--- src/rtl/seq_div_unsigned_pkg.sv ---
// Shared definitions for the sequential unsigned divider: FSM encoding and default width.
package seq_div_unsigned_pkg;

  localparam int DEFAULT_W = 4;

  typedef enum logic [1:0] {
    S_IDLE = 2'd0,
    S_RUN  = 2'd1,
    S_DONE = 2'd2
  } state_t;

endpackage

--- src/rtl/seq_div_unsigned_if.sv ---
// Start/done handshake bundle for the divider, plus FSM/accumulator visibility for checkers.
interface seq_div_unsigned_if #(
  parameter int W = 4
);
  import seq_div_unsigned_pkg::*;

  // Handshake: a request is taken when start=1 and busy=0; the result is valid
  // from the cycle done pulses and is held until the next done.
  logic         start;
  logic [W-1:0] dividend;
  logic [W-1:0] divisor;
  logic         busy;
  logic         done;
  logic [W-1:0] quotient;
  logic [W-1:0] remainder;
  logic         div_by_zero;
  state_t       dbg_state;
  logic [W:0]   dbg_acc;

  modport master (
    output start, dividend, divisor,
    input  busy, done, quotient, remainder, div_by_zero, dbg_state, dbg_acc
  );

  modport slave (
    input  start, dividend, divisor,
    output busy, done, quotient, remainder, div_by_zero, dbg_state, dbg_acc
  );

endinterface

--- src/rtl/seq_div_unsigned_ripple_sub.sv ---
// N-bit ripple-borrow subtractor (o_diff = i_a - i_b - i_bin) built from 1-bit full-subtractor cells.
module ripple_sub #(
  parameter int N = 5
) (
  input  logic [N-1:0] i_a,
  input  logic [N-1:0] i_b,
  input  logic         i_bin,
  output logic [N-1:0] o_diff,
  output logic         o_bout
);

  logic [N:0] w_borrow;

  assign w_borrow[0] = i_bin;

  for (genvar i = 0; i < N; i++) begin : g_cell
    assign o_diff[i]     = i_a[i] ^ i_b[i] ^ w_borrow[i];
    assign w_borrow[i+1] = (~i_a[i] & i_b[i]) | (w_borrow[i] & ~(i_a[i] ^ i_b[i]));
  end

  assign o_bout = w_borrow[N];

endmodule

--- src/rtl/seq_div_unsigned.sv ---
// Restoring unsigned divider: one quotient bit per clock, start/done handshake, divide-by-zero flag.
module seq_div_unsigned
  import seq_div_unsigned_pkg::*;
#(
  parameter int W = DEFAULT_W
) (
  input  logic                  clk,
  input  logic                  rst_n,
  seq_div_unsigned_if.slave     bus
);

  localparam int             CW         = $clog2(W + 1);
  localparam logic [CW-1:0]  COUNT_INIT = CW'(W);
  localparam logic [CW-1:0]  COUNT_ONE  = CW'(1);

  state_t        r_state;
  logic [W:0]    r_a;
  logic [W-1:0]  r_q;
  logic [W:0]    r_m;
  logic [CW-1:0] r_count;
  logic          r_busy;
  logic          r_done;
  logic [W-1:0]  r_quotient;
  logic [W-1:0]  r_remainder;
  logic          r_dbz;

  logic [W:0]    w_shift_a;
  logic [W:0]    w_diff;
  logic          w_bout;
  logic [W:0]    w_a_next;
  logic [W-1:0]  w_q_next;

  // Shift {A,Q} left one place; A's extra bit keeps the shifted partial remainder in range.
  assign w_shift_a = {r_a[W-1:0], r_q[W-1]};

  ripple_sub #(.N(W + 1)) u_trial_sub (
    .i_a    (w_shift_a),
    .i_b    (r_m),
    .i_bin  (1'b0),
    .o_diff (w_diff),
    .o_bout (w_bout)
  );

  // A borrow means the trial went negative: keep the shifted A and shift in a 0.
  assign w_a_next = w_bout ? w_shift_a : w_diff;
  assign w_q_next = {r_q[W-2:0], ~w_bout};

  always_ff @(posedge clk or negedge rst_n) begin
    if (!rst_n) begin
      r_state     <= S_IDLE;
      r_a         <= '0;
      r_q         <= '0;
      r_m         <= '0;
      r_count     <= '0;
      r_busy      <= 1'b0;
      r_done      <= 1'b0;
      r_quotient  <= '0;
      r_remainder <= '0;
      r_dbz       <= 1'b0;
    end else begin
      case (r_state)
        S_IDLE, S_DONE: begin
          if (bus.start) begin
            r_a     <= '0;
            r_q     <= bus.dividend;
            r_m     <= {1'b0, bus.divisor};
            r_count <= COUNT_INIT;
            if (bus.divisor == '0) begin
              r_state     <= S_DONE;
              r_busy      <= 1'b0;
              r_done      <= 1'b1;
              r_quotient  <= '1;
              r_remainder <= bus.dividend;
              r_dbz       <= 1'b1;
            end else begin
              r_state <= S_RUN;
              r_busy  <= 1'b1;
              r_done  <= 1'b0;
            end
          end else begin
            r_state <= S_IDLE;
            r_busy  <= 1'b0;
            r_done  <= 1'b0;
          end
        end

        S_RUN: begin
          r_a     <= w_a_next;
          r_q     <= w_q_next;
          r_count <= r_count - COUNT_ONE;
          if (r_count == COUNT_ONE) begin
            r_state     <= S_DONE;
            r_busy      <= 1'b0;
            r_done      <= 1'b1;
            r_quotient  <= w_q_next;
            r_remainder <= w_a_next[W-1:0];
            r_dbz       <= 1'b0;
          end
        end

        default: begin
          r_state <= S_IDLE;
          r_busy  <= 1'b0;
          r_done  <= 1'b0;
        end
      endcase
    end
  end

  assign bus.busy        = r_busy;
  assign bus.done        = r_done;
  assign bus.quotient    = r_quotient;
  assign bus.remainder   = r_remainder;
  assign bus.div_by_zero = r_dbz;
  assign bus.dbg_state   = r_state;
  assign bus.dbg_acc     = r_a;

endmodule

--- src/flat_wrapper.sv ---
// flat-port wrapper written by rule: the top's interface ports become plain ports
module seq_div_unsigned_flat import seq_div_unsigned_pkg::*;
#(
  parameter int W = DEFAULT_W
)
  (clk, rst_n, bus_start, bus_dividend, bus_divisor, bus_busy, bus_done, bus_quotient, bus_remainder, bus_div_by_zero, bus_dbg_state, bus_dbg_acc);
  seq_div_unsigned_if #(.W(W)) bus_i ();
  input  logic clk;
  input  logic rst_n;
  input wire logic [$bits(bus_i.start)-1:0] bus_start;
  input wire logic [$bits(bus_i.dividend)-1:0] bus_dividend;
  input wire logic [$bits(bus_i.divisor)-1:0] bus_divisor;
  output wire logic [$bits(bus_i.busy)-1:0] bus_busy;
  output wire logic [$bits(bus_i.done)-1:0] bus_done;
  output wire logic [$bits(bus_i.quotient)-1:0] bus_quotient;
  output wire logic [$bits(bus_i.remainder)-1:0] bus_remainder;
  output wire logic [$bits(bus_i.div_by_zero)-1:0] bus_div_by_zero;
  output wire logic [$bits(bus_i.dbg_state)-1:0] bus_dbg_state;
  output wire logic [$bits(bus_i.dbg_acc)-1:0] bus_dbg_acc;
  assign bus_i.start = bus_start;
  assign bus_i.dividend = bus_dividend;
  assign bus_i.divisor = bus_divisor;
  assign bus_busy = bus_i.busy;
  assign bus_done = bus_i.done;
  assign bus_quotient = bus_i.quotient;
  assign bus_remainder = bus_i.remainder;
  assign bus_div_by_zero = bus_i.div_by_zero;
  assign bus_dbg_state = bus_i.dbg_state;
  assign bus_dbg_acc = bus_i.dbg_acc;
  seq_div_unsigned #(.W(W)) u_core (.clk(clk), .rst_n(rst_n), .bus(bus_i));
endmodule
--- config.mk ---
export PLATFORM = sky130hd
export DESIGN_NAME = seq_div_unsigned_flat
export DESIGN_NICKNAME = d
export VERILOG_FILES = /design/src/rtl/seq_div_unsigned_pkg.sv /design/src/rtl/seq_div_unsigned_if.sv /design/src/rtl/seq_div_unsigned_ripple_sub.sv /design/src/rtl/seq_div_unsigned.sv /design/src/flat_wrapper.sv
export SDC_FILE = /design/constraint.sdc
export NUM_CORES = 1
export LEC_CHECK = 0
export BUFFER_PORTS_ARGS = -buffer_cell sky130_fd_sc_hd__buf_2
export CORE_ASPECT_RATIO = 0.6
export CORE_UTILIZATION = 44
export CTS_BUF_LIST = sky130_fd_sc_hd__clkbuf_8
export DETAILED_ROUTE_END_ITERATION = 12
export PLACE_DENSITY = 0.71
export REMOVE_ABC_BUFFERS = 1
export SYNTH_ARGS = -nofsm -noshare
export SYNTH_HDL_FRONTEND = slang
export SYNTH_SLANG_ARGS = --single-unit
--- constraint.sdc ---
create_clock -name clk -period 5.7 [get_ports clk]
set_input_delay 1.14 -clock clk [delete_from_list [all_inputs] [get_ports clk]]
set_output_delay 1.14 -clock clk [all_outputs]
set_load 0.1 [all_outputs]
==> flow_metrics.env, run 1 <==
export IMPL_area_growth_syn_to_layout_pct=15.3
export IMPL_route_detailed_drc=0
export IMPL_layout_common_cells="buf_2 (28), dfrtp_1 (28), nand2_1 (13), inv_1 (10), a21oi_1 (10)"
export IMPL_ys_types=35
export IMPL_grt_pass1_wl_mm=5.04
export IMPL_n_antenna_cell=0
export IMPL_maxCapViolations=0
export IMPL_final_layout_size_suffix_gt1_share_pct=22.9
export IMPL_first_iter_violations=63
export IMPL_cts_buffer_depth=2
export IMPL_avgSynthCellArea_sq_um=10.4
export IMPL_dieWidth_um=74.2
export IMPL_firstDrtPassIters=4
export IMPL_viasPerCell=5.51
export IMPL_max_freq_ghz=0.367
export IMPL_cts_sinks=28
export IMPL_setup_viol=0
export IMPL_nets=175
export IMPL_core_sq_mm=0.00293
export IMPL_finalHoldViolCount=0
export IMPL_multi_input_area_sq_um=603
export IMPL_cts_setup_buffers=0
export IMPL_cp_top_family="simple AND/OR/NAND/NOR gates"
export IMPL_cp_depth=4
export IMPL_ys_seq_elements=28
export IMPL_gr_total_overflow=0
export IMPL_initial_core_util_pct=47.1
export IMPL_antenna_found_initial=0
export IMPL_crit_chain="buf_2 > nor2b_1 > nor2_1 > a32o_1"
export IMPL_cts_hold_fix_buffers=0
export IMPL_h_tree_depth=1
export IMPL_vias=1096
export IMPL_worstSetupPathType="input port to register"
export IMPL_worstMarginPinSlew_ps=1310
export IMPL_routedWlPerCell_um=15.9
export IMPL_grt_usage_pct=21.0
export IMPL_fin_crit_sh_pct=47.8
export IMPL_synthCells=133
export IMPL_worst_r2r_cell_count=9
export IMPL_cp_start_kind="input port"
export IMPL_nFillCells=287
export IMPL_max_stage_delay_ps=1000
export IMPL_fin_util_pct=54.3
export IMPL_gp_congestion=0.854
export IMPL_top_level_ports=29
export IMPL_fp_row_count=15
export IMPL_syn_cell_area_sq_mm=0.00138
export IMPL_period_needed_ps=2720
export IMPL_setup_ws_ps=2980
export IMPL_die_h_um=45.3
export IMPL_seqCellArea_sq_um=701
export IMPL_clk_pin_slew_ps=90
export IMPL_endpoint_kind="register"
export IMPL_cts_tree="yes"
export IMPL_timing_final_max_slew_violations=0
export IMPL_cts_made_buffers=3
export IMPL_crit_path_top_delay_cell="nor2b_1"
export IMPL_grt_pass1_vias=1069
export IMPL_ys_seq_area_share_pct=50.9
export IMPL_detail_route_antenna_nets=0
export IMPL_hold_depth=1
export IMPL_crit_required_ps=5880
export IMPL_worstPathBufferInverterCount=1
export IMPL_insertion_delay_ps=280
export IMPL_cts_root_buf="clkbuf_8"
export IMPL_grt_max_degree=29
export IMPL_postCtsResizedCells=0
export IMPL_slew_headroom_pct=12.5
export IMPL_dp_hpwl_mm=2.25
export IMPL_crit_fanout=19
export IMPL_status="completed"
export IMPL_yosys_warnings=0
export IMPL_tns_ps=0
export IMPL_min_path_type="register to register"
export IMPL_place_ws_ps=2700
export IMPL_clock_skew_ps=2.03
export IMPL_port_buffers=28
export IMPL_die_area_sq_mm=0.00337
export IMPL_worstPathArrival_ps=2900
export IMPL_wl_mm=3.16
export IMPL_rsz0062_at_grt="no"
## flip-flops by register name, indices dropped and copies added, names as in the netlist
name / flops
u_core.bus.remainder: 4
u_core.r_count: 3
u_core.bus.busy: 1
u_core.bus.quotient: 4
u_core.bus.dbg_state: 1
u_core.r_m: 4
u_core.bus.dbg_acc: 5
u_core.r_q: 4
u_core.bus.done: 1
u_core.bus.div_by_zero: 1
## metrics by stage
stage	cell area (sq um)	hold slack (ps)	std cells
after floorplan	1340	452	125
after global placement	1530	476	195
after detailed placement	1530	484	195
after CTS	1590	508	199
after global routing	1590	519	199
final	1590	500	199
## logic make-up (layout without fill, tap and decap cells)
| logic type | count (synthesis) | count (layout) | share of synthesized area, % |
|---|---|---|---|
| simple gates | 35 | 35 | 14.2 |
| compound gates | 46 | 46 | 22.5 |
| flops | 28 | 28 | 50.9 |
| fa+ha+maj | 6 | 6 | 7.08 |
| buf+inv | 18 | 42 | 5.36 |
## worst paths after layout
| kind | startpoint | endpoint | slack, ps |
|---|---|---|---|
| max | bus_start | u_core.bus.dbg_acc[1] | 2980 |
| min | u_core.bus.dbg_acc[4] | u_core.bus.dbg_acc[4] | 500 |
| max reg2reg | u_core.r_q[3] | u_core.bus.remainder[3] | 3050 |
| min reg2reg | u_core.bus.dbg_acc[4] | u_core.bus.dbg_acc[4] | 500 |
| max in group asynchronous | rst_n | u_core.bus.remainder[0] | 4440 |
| min in group asynchronous | rst_n | u_core.r_m[3] | 860 |
## cell type report
cell class                 count  area share, %
tap                           42           3.31
inverter                      10           2.36
multi-input combinational     87           38.0
sequential                    28           44.1
clock buffer                   4           3.46
timing repair buffer          28           8.82
## layer usage
layer  global-route usage, %  up-vias  routed length, um
li1                        -      526                  -
met1                    29.7      516               1570
met2                    31.3       49               1300
met3                    6.25        5                252
met4                    6.42        0                 34
met5                       0        -                  0
## synth_stat cells
library cell,instances,area share (%)
nand2b_1,2,0.91
o22ai_1,2,0.91
nand2_1,13,3.5
o211ai_1,4,2.2
inv_1,10,2.7
clkbuf_1,5,1.4
nand3_1,3,1.1
a32o_1,2,1.5
a31oi_1,1,0.45
and4bb_2,1,0.91
and2b_1,1,0.55
a211oi_1,5,2.7
fa_1,3,4.4
a21oi_1,10,3.6
a22oi_1,2,1.1
o32ai_1,1,0.64
nor4_4,1,1.5
or4_1,1,0.55
buf_2,2,0.73
ha_1,3,2.7
or2_2,1,0.45
nor3_1,1,0.36
nor2b_1,2,0.91
or4bb_1,1,0.82
and3_1,1,0.45
a21oi_2,1,0.64
dfrtp_1,28,51
o21a_1,2,1.1
a221o_1,1,0.73
o2bb2ai_1,3,1.9
nor2_1,6,1.6
or3_1,1,0.45
buf_4,1,0.55
o21ai_0,8,2.9
o31ai_1,4,2.2
Power of run 1 is not shown: default switching activity piles up to over one toggle a cycle in this logic, so the estimate is an artifact.
==> run 2, diff against run 1 <==
- PLACE_DENSITY: 0.71 -> 0.73
- clock period: 5.7 -> 2.2 ns (I/O delays scaled with it)
==> run 2 against run 1 <==
  * Sequential share of layout area shrank 4.4 points
  * Die area unchanged
  * Critical endpoint is now u_core.bus.remainder[2]
  * Worst setup slack got worse by 3100 ps
  * First-iteration DRC count is 33% higher
  * Highest routed layer unchanged
  * The run now ends with setup timing left
  * Utilization rose by 5.9 points
  * Clock skew increased by 1.1 ps
  * Count of clock-buffer cells in the layout unchanged
  * Register-to-register slack lost 3100 ps
  * Global-route usage rose by 0.83 points
  * Cell count grew 8.0%
  * Largest cell class unchanged
==> flow_metrics.env, run 2 (same netlist as run 1, synthesis figures left out) <==
export IMPL_r2r_slack_ps=-90
export IMPL_vias=1180
export IMPL_cp_start_kind="register"
export IMPL_route_detailed_drc=0
export IMPL_initial_core_util_pct=47.1
export IMPL_cts_made_buffers=3
export IMPL_dp_hpwl_mm=2.35
export IMPL_first_iter_violations=84
export IMPL_port_buffers=28
export IMPL_final_cells=215
export IMPL_nets=191
export IMPL_layout_common_cells="buf_2 (28), dfrtp_1 (28), buf_4 (16), nand2_1 (13), a21oi_1 (9)"
export IMPL_die_area_sq_mm=0.00337
export IMPL_worstMarginPinSlew_ps=632
export IMPL_viasPerCell=5.49
export IMPL_status="complete, but fails checks"
export IMPL_cts_buffer_depth=2
export IMPL_clk_pin_slew_ps=90
export IMPL_cts_sinks=28
export IMPL_setup_ws_ps=-93.3
export IMPL_fin_util_pct=60.2
export IMPL_fin_crit_sh_pct=104
export IMPL_setup_viol=10
export IMPL_wl_mm=3.30
export IMPL_place_ws_ps=-329
export IMPL_timing_final_max_slew_violations=0
export IMPL_min_path_type="input port to async pin"
export IMPL_fin_area_sq_mm=0.00176
export IMPL_worstSetupPathType="register to register"
export IMPL_firstDrtPassIters=4
export IMPL_seqCellArea_sq_um=701
export IMPL_top_level_ports=29
export IMPL_largest_reg_flops=5
export IMPL_die_h_um=45.3
export IMPL_dp_cells=205
export IMPL_max_freq_ghz=0.436
export IMPL_grt_pass1_vias=1120
export IMPL_grt_usage_pct=21.8
export IMPL_dpl_cell_area_sq_mm=0.00161
export IMPL_multi_input_area_sq_um=657
export IMPL_routedWlPerCell_um=15.3
export IMPL_crit_required_ps=2350
export IMPL_gp_congestion=0.820
export IMPL_core_sq_mm=0.00293
export IMPL_grt_max_degree=29
export IMPL_final_layout_size_suffix_gt1_share_pct=37.0
export IMPL_n_antenna_cell=0
export IMPL_slew_headroom_pct=57.9
export IMPL_gr_total_overflow=0
export IMPL_rsz0062_at_grt="yes"
export IMPL_nFillCells=271
export IMPL_period_needed_ps=2290
export IMPL_cts_root_buf="clkbuf_8"
export IMPL_grt_pass1_wl_mm=5.22
export IMPL_detail_route_antenna_nets=0
export IMPL_worstPathArrival_ps=2440
export IMPL_endpoint_kind="register"
export IMPL_maxCapViolations=0
export IMPL_insertion_delay_ps=270
export IMPL_violations="setup timing"
export IMPL_area_growth_syn_to_layout_pct=28.0
export IMPL_clock_skew_ps=3.08
export IMPL_fp_row_count=15
export IMPL_dieWidth_um=74.2
export IMPL_h_tree_depth=1
export IMPL_finalHoldViolCount=0
export IMPL_antenna_found_initial=0
export IMPL_crit_fanout=4
export IMPL_cts_tree="yes"
export IMPL_cts_hold_fix_buffers=0
[run 2: area by class of cell]
type                       instances  area share (%)
sequential                        28            39.7
multi-input combinational         87            37.3
timing repair buffer              44            14.8
clock buffer                       4            3.12
tap                               42            2.98
inverter                          10            2.13
[run 2: critical path: stages, from the launching register on]
cell and delay [ps]:
dfrtp_1 400, inv_2 80, ha_4 120, fa_2 180, inv_2 40, fa_2 330, fa_2 380, buf_4 160
o21a_1 190, a211oi_2 190, o31ai_2 90
[run 2: metrics by stage]
step                      hold WS (ps)  setup TNS (ps)
final                              172            -623
after global routing               207           -1610
after CTS                          198            -688
after detailed placement           487           -2190
after global placement             477           -1470
after floorplan                    144           -5830
[run 2: worst paths after layout]
path,start,to,cells after the start
setup / recovery,u_core.r_q[3],u_core.bus.remainder[2],10
hold / removal,rst_n,u_core.r_m[3],1
setup reg to reg,u_core.r_q[3],u_core.bus.remainder[2],10
hold reg to reg,u_core.r_count[1],u_core.r_count[1],1
max in group asynchronous,rst_n,u_core.bus.dbg_acc[3],1
min in group clk,bus_divisor[1],u_core.r_m[1],3
[run 2: what timing repair did]
item | 4_1_cts | 5_1_grt
setup buffers | 5 | 1
resized for setup | 15 | 2
endpoints found under the setup margin | 10 | 11
pin swaps | 12 | 6
[run 2: routing by layer]
| layer | routed length [um] | vias to the layer above | track usage [%] |
|---|---|---|---|
| met1 | 1690 | 588 | 30.5 |
| met3 | 140 | 2 | 6.25 |
| met5 | 0 | - | 0 |
| li1 | - | 559 | - |
| met2 | 1460 | 31 | 34.5 |
| met4 | 8 | 0 | 3.77 |
Power of run 2 is left out for the same reason.
